File: src/rtl/bit_serial_adder_pkg.sv
// Shared types for the bit-serial adder.
// Holds the FSM state encoding and the default operand width.
package bit_serial_adder_pkg;

    localparam int DEFAULT_WIDTH = 8;

    typedef enum logic [1:0] {
        IDLE = 2'd0,
        RUN  = 2'd1,
        DONE = 2'd2
    } state_t;

endpackage

File: src/rtl/bit_serial_adder_if.sv
// Handshake/data bundle for the bit-serial adder.
// master: start, a, b, cin out; busy, done, sum, cout in. slave: mirror.
interface bit_serial_adder_if
    import bit_serial_adder_pkg::*;
#(
    parameter int WIDTH = DEFAULT_WIDTH
);

    logic             start;
    logic [WIDTH-1:0] a;
    logic [WIDTH-1:0] b;
    logic             cin;
    logic             busy;
    logic             done;
    logic [WIDTH-1:0] sum;
    logic             cout;

    modport master (
        output start, a, b, cin,
        input  busy, done, sum, cout
    );

    modport slave (
        input  start, a, b, cin,
        output busy, done, sum, cout
    );

endinterface

File: src/rtl/bit_serial_adder_full_add_bit.sv
// One-bit combinational full adder used by the serial datapath.
// Ports: x, y, ci in; s (sum bit), co (carry out) out.
module full_add_bit (
    input  logic x,
    input  logic y,
    input  logic ci,
    output logic s,
    output logic co
);

    assign s  = x ^ y ^ ci;
    assign co = (x & y) | (y & ci) | (ci & x);

endmodule

File: src/rtl/bit_serial_adder.sv
// Bit-serial adder: one bit per cycle, WIDTH cycles per add.
// Ports: clk, rst_n (async, active-low); bus (slave) carries start/a/b/cin
// in and busy/done/sum/cout out.
module bit_serial_adder
    import bit_serial_adder_pkg::*;
#(
    parameter int WIDTH = DEFAULT_WIDTH
) (
    input  logic               clk,
    input  logic               rst_n,
    bit_serial_adder_if.slave  bus
);

    localparam int CW = (WIDTH > 1) ? $clog2(WIDTH) : 1;

    state_t           state;
    state_t           state_nxt;
    logic [WIDTH-1:0] a_sr;
    logic [WIDTH-1:0] b_sr;
    logic [WIDTH-1:0] s_sr;
    logic [WIDTH-1:0] sum_q;
    logic             cout_q;
    logic             carry;
    logic [CW-1:0]    cnt;
    logic             s_bit;
    logic             c_bit;
    logic             accept;
    logic             last;

    full_add_bit u_fa (
        .x  (a_sr[0]),
        .y  (b_sr[0]),
        .ci (carry),
        .s  (s_bit),
        .co (c_bit)
    );

    // Starts arriving mid-RUN are dropped here.
    assign accept = bus.start && (state == IDLE || state == DONE);
    assign last   = (cnt == CW'(WIDTH - 1));

    always_ff @(posedge clk or negedge rst_n) begin
        if (!rst_n) begin
            state <= IDLE;
        end else begin
            state <= state_nxt;
        end
    end

    always_comb begin
        state_nxt = state;
        unique case (state)
            IDLE: if (bus.start) state_nxt = RUN;
            RUN:  if (last)      state_nxt = DONE;
            DONE: state_nxt = bus.start ? RUN : IDLE;
            default: state_nxt = IDLE;
        endcase
    end

    always_ff @(posedge clk or negedge rst_n) begin
        if (!rst_n) begin
            a_sr   <= '0;
            b_sr   <= '0;
            s_sr   <= '0;
            carry  <= 1'b0;
            cnt    <= '0;
            sum_q  <= '0;
            cout_q <= 1'b0;
        end else if (accept) begin
            a_sr  <= bus.a;
            b_sr  <= bus.b;
            carry <= bus.cin;
            cnt   <= '0;
        end else if (state == RUN) begin
            a_sr  <= a_sr >> 1;
            b_sr  <= b_sr >> 1;
            s_sr  <= {s_bit, s_sr[WIDTH-1:1]};
            carry <= c_bit;
            cnt   <= cnt + CW'(1);
            // Publish the result only on the final bit so the ports
            // never show a partially shifted sum.
            if (last) begin
                sum_q  <= {s_bit, s_sr[WIDTH-1:1]};
                cout_q <= c_bit;
            end
        end
    end

    assign bus.busy = (state == RUN);
    assign bus.done = (state == DONE);
    assign bus.sum  = sum_q;
    assign bus.cout = cout_q;

endmodule

File: src/flat_wrapper.sv
// flat-port wrapper written by rule: the top's interface ports become plain ports
module bit_serial_adder_flat import bit_serial_adder_pkg::*;
#(
    parameter int WIDTH = DEFAULT_WIDTH
)
  (clk, rst_n, bus_start, bus_a, bus_b, bus_cin, bus_busy, bus_done, bus_sum, bus_cout);
  bit_serial_adder_if #(.WIDTH(WIDTH)) bus_i ();
  input  logic clk;
  input  logic rst_n;
  input wire logic [$bits(bus_i.start)-1:0] bus_start;
  input wire logic [$bits(bus_i.a)-1:0] bus_a;
  input wire logic [$bits(bus_i.b)-1:0] bus_b;
  input wire logic [$bits(bus_i.cin)-1:0] bus_cin;
  output wire logic [$bits(bus_i.busy)-1:0] bus_busy;
  output wire logic [$bits(bus_i.done)-1:0] bus_done;
  output wire logic [$bits(bus_i.sum)-1:0] bus_sum;
  output wire logic [$bits(bus_i.cout)-1:0] bus_cout;
  assign bus_i.start = bus_start;
  assign bus_i.a = bus_a;
  assign bus_i.b = bus_b;
  assign bus_i.cin = bus_cin;
  assign bus_busy = bus_i.busy;
  assign bus_done = bus_i.done;
  assign bus_sum = bus_i.sum;
  assign bus_cout = bus_i.cout;
  bit_serial_adder #(.WIDTH(WIDTH)) u_core (.clk(clk), .rst_n(rst_n), .bus(bus_i));
endmodule
File: config.mk
export PLATFORM = sky130hd
export DESIGN_NAME = bit_serial_adder_flat
export DESIGN_NICKNAME = d
export VERILOG_FILES = /design/src/rtl/bit_serial_adder_pkg.sv /design/src/rtl/bit_serial_adder_if.sv /design/src/rtl/bit_serial_adder_full_add_bit.sv /design/src/rtl/bit_serial_adder.sv /design/src/flat_wrapper.sv
export SDC_FILE = /design/constraint.sdc
export NUM_CORES = 1
export LEC_CHECK = 0
export CAP_MARGIN = 20
export CORE_ASPECT_RATIO = 0.8
export CORE_MARGIN = 2
export CORE_UTILIZATION = 30
export CTS_CLUSTER_DIAMETER = 80
export DETAILED_ROUTE_END_ITERATION = 10
export SYNTH_ARGS = -nofsm -noshare
export SYNTH_HDL_FRONTEND = slang
export SYNTH_SLANG_ARGS = --single-unit
File: constraint.sdc
create_clock -name clk -period 2.3 [get_ports clk]
set_input_delay 0.345 -clock clk [delete_from_list [all_inputs] [get_ports clk]]
set_output_delay 0.345 -clock clk [all_outputs]
set_load 0.02 [all_outputs]
## After elaboration in Yosys (flattened, before gate mapping)

Index checks and enable logic that the tools add are counted.

| cells by class | value |
|---|---|
| $add $sub $neg | 1 |
| equal/unequal tests | 5 |
| muxes and demuxes | 12 |
| bitwise gates (word level) | 8 |
| reduce and logical (&&, ||, !) cells | 7 |

Operator list:

| kind | number |
|---|---|
| $mux 8 | 4 |
| $mux 3 | 2 |
| $pmux 2 s3 | 1 |
| $mux 2 | 2 |
| $reduce_and 2->1 | 2 |
| $add 3x1->3 const B | 1 |
| $and 1x1->1 | 3 |
| $eq 3x3->1 const B | 1 |
| $mux 1 | 3 |
| $reduce_and 3->1 | 1 |
| $eq 2x1->1 const B | 1 |
| $eq 2x2->1 const B | 1 |
| $logic_not 2->1 | 1 |
| $ne 2x1->1 const B | 1 |
| $ne 2x2->1 const B | 1 |
| $or 1x1->1 | 2 |
| $reduce_bool 2->1 | 1 |
| $xor 1x1->1 | 2 |
| $logic_and 1x1->1 | 1 |
| $logic_or 1x1->1 | 1 |
| $not 1->1 | 1 |

| word-level totals | value |
|---|---|
| flip-flop bits (word level) | 39 |
| bits of input ports | 20 |
| output and inout port bits | 11 |
| word-level logic and storage cells | 41 |

## Logic depth before layout (Yosys ltp)

Gate-level depths: netlist of the first run.

| depth | value |
|---|---|
| depth in word-level cells | 5 |
| mapped depth | 6 |
| depth with buffers taken out | 4 |

## Hierarchy

Synthesis of the first run repeated with hierarchy kept, for this count alone.

| unflattened totals | value |
|---|---|
| cells, all modules | 142 |
| area total of the unflattened synthesis | 1669.1 µm² |

By module, submodules not included:

| module | instances | cells an instance | area each (µm²) | sequential area each (µm²) |
|---|---|---|---|---|
| bit_serial_adder | 1 | 141 | 1649.1 | 950.9 |
| full_add_bit | 1 | 1 | 20.0 | 0.0 |

## Worst setup path after synthesis of the first run

No wires, ideal clock.

| timing path | value |
|---|---|
| kind | reg2reg |
| start | register u_core.cnt[0] |
| end | register u_core.cnt[2] |
| setup time | 121 ps |
| arrival time | 1298 ps |
| data required time | 2179 ps |
| setup slack | 882 ps |
| cell stages (with the launch flop) | 5 |
| path buffers | 0 |
| clock period less this slack | 1418 ps |
| cells stage by stage | dfrtp_1 -> ha_1 -> ha_1 -> mux2_2 -> a22o_1 |

| between the ends | value |
|---|---|
| word-level cells in the longest chain between the ends | 3 |

RTL lines:

| item | RTL line | RTL |
|---|---|---|
| start: declaration | bit_serial_adder.sv:24 | `logic [CW-1:0] cnt;` |
| start signal: assignment | bit_serial_adder.sv:79 | `cnt <= cnt + CW'(1);` |
| $add 3x1->3 | bit_serial_adder.sv:79 |  |
| $mux 3 | bit_serial_adder.sv:74 | `end else if (state == RUN) begin` |
| $mux 3 | bit_serial_adder.sv:69 | `end else if (accept) begin` |

Every way passes these cells. The select of a mux whose other input is x is not followed.
A chain may end at the register's enable or synchronous reset.

## Final worst setup path of the first run

| timing path | value |
|---|---|
| start | register u_core.state[1] |
| end | output port bus_busy |

| between the ends | value |
|---|---|
| word-level cells in the longest chain between the ends | 1 |

RTL lines:

| item | RTL line | RTL |
|---|---|---|
| start: declaration | bit_serial_adder.sv:16 | `state_t state;` |
| start signal: assignment | bit_serial_adder.sv:46 | `state <= state_nxt;` |
| $eq 2x1->1 | bit_serial_adder.sv:89 | `assign bus.busy = (state == RUN);` |
| end: declaration | flat_wrapper.sv:14 | `output wire logic [$bits(bus_i.busy)-1:0] bus_busy;` |

Every way passes these cells.

==> summary.md, run 1 <==
| Metric | Value |
|---|---|
| Setup-failing EPs final | `0` |
| Root cell of the clock tree | `clkbuf_8` |
| RSZ-0062 raised after global routing | `false` |
| Sequential share of the synthesized area | `51.9%` |
| Synth Instances | `161` |
| Area Growth Syn to Fin | `23.6%` |
| Worst-path clk slew | `0.07 ns` |
| Clk_skew | `0.00283 ns` |
| Later-pin clock latency in the skew report | `0.28 ns` |
| GRT overflow | `0` |
| CP arrival | `1.70 ns` |
| Synth Net Count | `184` |
| FF+latch count, synth | `38` |
| Worst-path cell chain | `nand2b_4 > inv_4 > clkdlybuf4s50_1` |
| CORE AREA | `5910 µm²` |
| Starting Density | `31.0%` |
| Post-CTS sizing | `0` |
| DRT iter0 DRCs | `61` |
| Slew @ Worst Pin | `0.833 ns` |
| Worst setup EP type | `output port` |
| Commonest non-fill, non-tap cell in the layout | `dfrtp_1` |
| Distinct cells, synth | `28` |
| Final HPWL DP | `2.25 mm` |
| Hold slack | `0.156 ns` |
| Reg area | `951 µm²` |
| Max Cap Viol | `0` |
| Via count | `1213` |
| Worst slew margin | `44.5%` |
| GRT Total Usage | `10.8%` |
| Placer Congestion | `0.747` |
| Routed Antenna Nets | `0` |
| Crit path kind | `flop to output port` |
| Number of global-route vias before repair | `1224` |
| LEAKAGE | `0.975 nW` |
| Final Hold Violating Endpoints | `0` |
| Share of synthesized registers carrying an async set or reset | `100%` |
| Row count | `25` |
| Total negative slack | `0 ns` |
| Startpoint types | `flop` |
| Fill count | `572` |
| Worst Path Required | `1.96 ns` |
| CTS Hold Buffers Added | `0` |
| Slowest CP cell | `clkdlybuf4s50_1` |
| Die height | `73.9 µm` |
| Drt total wl | `3.35 mm` |
| Post-CTS Setup Bufs | `0` |
| Post-Syn Area per Cell | `11.4 µm²` |
| Minimum clock period | `2.04 ns` |
| Yosys warning count | `0` |
| # clock sinks | `38` |
| Slew Limit Fails | `0` |
| TritonCTS Buffers | `5` |
| CTS tree | `yes` |
| I/O Pins | `31` |
| H-tree depth | `2` |
| Critical-path maximum fanout | `13` |
| Highest clock rate | `0.490 GHz` |
| Worst vdd ir | `562 µV` |
| Status | `completed` |
| Proportion of layout cells with a drive suffix above 1 | `13.2%` |
| Residual DRC count | `0` |
| ANT cells | `0` |
| DR pass1 iterations | `4` |
| Pin count of the biggest net entering global routing | `39` |
| Top_reg_cell synth | `dfrtp_1` |
| Die width | `91.3 µm` |
| Most frequent cells in the layout | `dfrtp_1, clkdlybuf4s50_1, nand2_1` |
| IO buf count | `30` |
| Final net count | `213` |
| Clk buf depth | `2` |
| EDFF count, synth | `0` |
| Global-route wire length before repair | `5.67 mm` |
| Area of the multi-input gates | `803 µm²` |
| Vias per cell | `4.48` |
| Final period utilization | `88.8%` |
| WL/cell | `12.4 µm` |
| CP peak stage delay | `0.63 ns` |
| Initial antenna violation count | `0` |
| Synth Cell Area | `1830 µm²` |
| Hold crit path type | `primary input to async pin` |
| Die area | `6750 µm²` |
| P per Cell Area | `1280 nW/µm²` |
area by class of cell:
class / count / share of cell area, %
Sequential cell: 38 / 42.0
Multi-Input combinational cell: 110 / 35.5
Tap cell: 81 / 4.48
Inverter: 2 / 0.442
Timing Repair Buffer: 33 / 14.0
Clock inverter: 2 / 0.442
Clock buffer: 5 / 3.04
worst paths after layout:
kind                                 start                end  slack, ns  cells after the start
max                        u_core.state[1]           bus_busy       0.26                      3
min                                  rst_n     u_core.b_sr[2]       0.16                      1
max reg2reg                  u_core.cnt[0]      u_core.cnt[2]       0.84                      4
min reg2reg                 u_core.s_sr[1]     u_core.s_sr[1]       0.49                      2
max in group asynchronous            rst_n  u_core.bus.sum[3]       1.62                      1
min in group clk            u_core.s_sr[1]     u_core.s_sr[1]       0.49                      2
per-layer routing:
metal | part of all wire, % | wire [µm] | GRT usage [%]
met4 | 1.6 | 55 | 4.55
met1 | 49 | 1640 | 13.6
met3 | 3.3 | 111 | 3.08
met5 | 0 | 0 | 0
met2 | 46 | 1540 | 17.7
state kept, by name (all words and copies together), names as in the netlist:
signal           count
u_core.b_sr          8
u_core.bus.sum       8
u_core.state         2
u_core.a_sr          8
u_core.carry         1
u_core.cnt           3
u_core.bus.cout      1
u_core.s_sr          7
Yosys cell counts, types with 2 or more instances:
cell type	count	area [µm²]
a211oi_1	11	82.6
ha_1	2	25.0
a22o_1	2	17.5
o22ai_1	3	18.8
mux2i_1	13	130
mux2_2	2	22.5
nand2_1	23	86.3
o21ai_0	4	20.0
buf_2	5	25.0
nor2b_1	12	75.1
a21oi_1	11	55.1
mux2_4	9	135
dfrtp_1	38	951
nand2b_1	2	12.5
nand3_1	3	15.0
nor3_1	3	15.0
nor2_1	4	15.0
buf_4	3	22.5
clkbuf_1	2	7.51
logic make-up after synthesis:
kind of cell	after synthesis	synth area share, %
simple gates	50	14.2
flops	38	51.9
compound gates	32	11.0
mux	24	15.7
buf+inv	13	4.17
fa+ha+maj	3	2.46
xor+xnor	1	0.479
power breakdown:
part	internal, mW	total, mW	switching, mW
Combinational	0.653	1.26	0.606
Clock	0.203	0.429	0.226
Sequential	0.987	1.21	0.221
metrics by stage:
step | instances | area, µm² | util (%) | total power, mW | setup WS [ns]
2_1_floorplan | 161 | 1830 | - | 2.11 | 0.882
3_3_place_gp | 264 | 2180 | 36.9 | 2.47 | 0.579
3_5_place_dp | 264 | 2180 | 36.9 | 2.49 | 0.563
4_1_cts | 271 | 2260 | 38.3 | 2.94 | 0.236
5_1_grt | 271 | 2260 | 38.3 | 3.13 | 0.186
6_report | 271 | 2260 | 38.3 | 2.90 | 0.257
worst max-delay path: cells and delay by family (launching register included):
kind | cells | cell delay (ns)
buffers and inverters | 2 | 0.81
DFF | 1 | 0.39
and+or+nand+nor | 1 | 0.21
Note: power is estimated with default switching activity, not from simulation.
==> inputs of run 2 (changes only) <==
Settings changed: ABC_AREA set to 1, CORE_UTILIZATION 30 to 40, PLACE_DENSITY set to 0.64.
==> summary.md, run 2 <==
| Metric | Value |
|---|---|
| Most frequent cells in the layout | `nand2_1, dfrtp_1, clkdlybuf4s50_1` |
| Hold slack | `0.478 ns` |
| Die area | `5130 µm²` |
| Highest clock rate | `0.491 GHz` |
| Critical-path maximum fanout | `15` |
| EDFF count, synth | `0` |
| GRT Total Usage | `15.8%` |
| CP bufs+invs | `2` |
| CTS Hold Buffers Added | `0` |
| Final non-filler cell total | `305` |
| Synth Net Count | `238` |
| CP peak stage delay | `0.62 ns` |
| H-tree depth | `2` |
| Drt total wl | `3.50 mm` |
| Slew Limit Fails | `0` |
| Worst-path clk slew | `0.07 ns` |
| GRT overflow | `0` |
| Commonest non-fill, non-tap cell in the layout | `nand2_1` |
| CP arrival | `1.69 ns` |
| DR pass1 iterations | `4` |
| Starting Density | `42.7%` |
| Clk buf depth | `2` |
| Share of synthesized registers carrying an async set or reset | `100%` |
| Final Hold Violating Endpoints | `0` |
| Top_reg_cell synth | `dfrtp_1` |
| P per Cell Area | `1340 nW/µm²` |
| Pin count of the biggest net entering global routing | `39` |
| Commonest cells in the synthesized netlist | `nand2_1, dfrtp_1, inv_1` |
| Final HPWL DP | `2.51 mm` |
| ANT cells | `0` |
| Root cell of the clock tree | `clkbuf_8` |
| Row count | `21` |
| TritonCTS Buffers | `5` |
| Slowest CP cell | `clkdlybuf4s50_1` |
| Pre-CTS WS | `0.591 ns` |
| Post-Syn Area per Cell | `8.50 µm²` |
| Post-CTS sizing | `0` |
| Hold crit path type | `primary input to async pin` |
| Via count | `1364` |
| Yosys top cell by area | `dfrtp_1` |
| CORE AREA | `4280 µm²` |
| Yosys warning count | `0` |
| Startpoint types | `flop` |
| Synth Instances | `215` |
| Worst slew margin | `68.6%` |
| Area contributors post-synth | `dfrtp_1, nand2_1, inv_1` |
| IO buf count | `30` |
| Synth Cell Area | `1830 µm²` |
| Final Instance Area | `2240 µm²` |
| Worst Path Required | `1.96 ns` |
| Synth top area share | `52.0%` |
| Status | `completed` |
| Util after Layout | `52.4%` |
| Slew @ Worst Pin | `0.470 ns` |
| Distinct cells, synth | `19` |
| Sequential share of the synthesized area | `52.0%` |
| Clk_skew | `0.00499 ns` |
| Die height | `64.5 µm` |
| Total negative slack | `0 ns` |
| Cell count after placement | `297` |
| Count leader, synth | `nand2_1` |
| Number of global-route vias before repair | `1364` |
| Final net count | `270` |
| I/O Pins | `31` |
| Global-route wire length before repair | `6.20 mm` |
| Vias per cell | `4.47` |
| Minimum clock period | `2.03 ns` |
| Initial antenna violation count | `0` |
| Fin worst setup slack | `0.265 ns` |
| CTS tree | `yes` |
| RSZ-0062 raised after global routing | `false` |
| Placed Area | `2150 µm²` |
| WL/cell | `11.5 µm` |
| Crit path kind | `flop to output port` |
| Worst vdd ir | `580 µV` |
| Power, Total | `3.02 mW` |
| Setup-failing EPs final | `0` |
| Worst setup EP type | `output port` |
| LEAKAGE | `1.17 nW` |
| FF+latch count, synth | `38` |
| Top delay family on crit path | `buffers and inverters` |
| DRT iter0 DRCs | `116` |
| Placer Congestion | `0.794` |
| Area Growth Syn to Fin | `22.8%` |
| # clock sinks | `38` |
| Max Cap Viol | `0` |
| Final period utilization | `88.5%` |
| Routed Antenna Nets | `0` |
| Worst-path cell chain | `inv_4 > nor2_1 > clkdlybuf4s50_1` |
| Residual DRC count | `0` |
| Die width | `79.6 µm` |
| Post-CTS Setup Bufs | `0` |
| Proportion of layout cells with a drive suffix above 1 | `10.5%` |
| Later-pin clock latency in the skew report | `0.29 ns` |
## run 2: kinds of logic (layout without fill, tap and decap cells)
logic type               count (synthesis)  count (layout)  synth area share (%)
AO/OA/AOI/OAI                           20              20                  6.91
adder cells (fa/ha/maj)                  3               3                  2.46
buffers and inverters                   38              71                  10.3
flip-flops                              38              38                  52.0
AND/OR/NAND/NOR                        116             116                  28.3
## run 2: per-layer routing
metal | share of wire [%] | vias to the layer above | routed length [µm] | GRT usage (%)
met2 | 46 | 24 | 1630 | 25.4
met1 | 49 | 618 | 1720 | 21.1
met5 | 0 | - | 0 | 0
li1 | - | 718 | - | -
met3 | 3.3 | 4 | 116 | 3.76
met4 | 0.94 | 0 | 33 | 5.17
## run 2: final timing paths
path	start	to	slack, ns	cells past startpoint
min in group clk	u_core.b_sr[3]	u_core.b_sr[3]	0.48	2
min	rst_n	u_core.b_sr[7]	0.48	2
min reg2reg	u_core.b_sr[3]	u_core.b_sr[3]	0.48	2
max reg2reg	u_core.cnt[0]	u_core.bus.sum[0]	0.86	6
max	u_core.state[1]	bus_done	0.27	3
max in group asynchronous	rst_n	u_core.cnt[0]	1.49	2
## run 2: area by class of cell
cell class	count	area, µm²
fill	413	2040
timing repair buffer	33	323
clock buffer	7	86.3
inverter	30	120
clock inverter	1	5.00
multi-input combinational	139	688
tap	57	71.3
sequential	38	951
## run 2: power by group
part | switching [mW] | internal (mW) | leakage (nW) | total [mW]
clock | 0.225 | 0.242 | 0.0482 | 0.467
sequential | 0.182 | 0.983 | 0.473 | 1.17
combinational | 0.833 | 0.552 | 0.650 | 1.39
total | 1.24 | 1.78 | 1.17 | 3.02
==> inputs of run 3 (changes only) <==
Settings changed: SLEW_MARGIN set to 20.
==> results of run 3 <==
The final DEF is identical to that of run 2; final timing and power are the same.
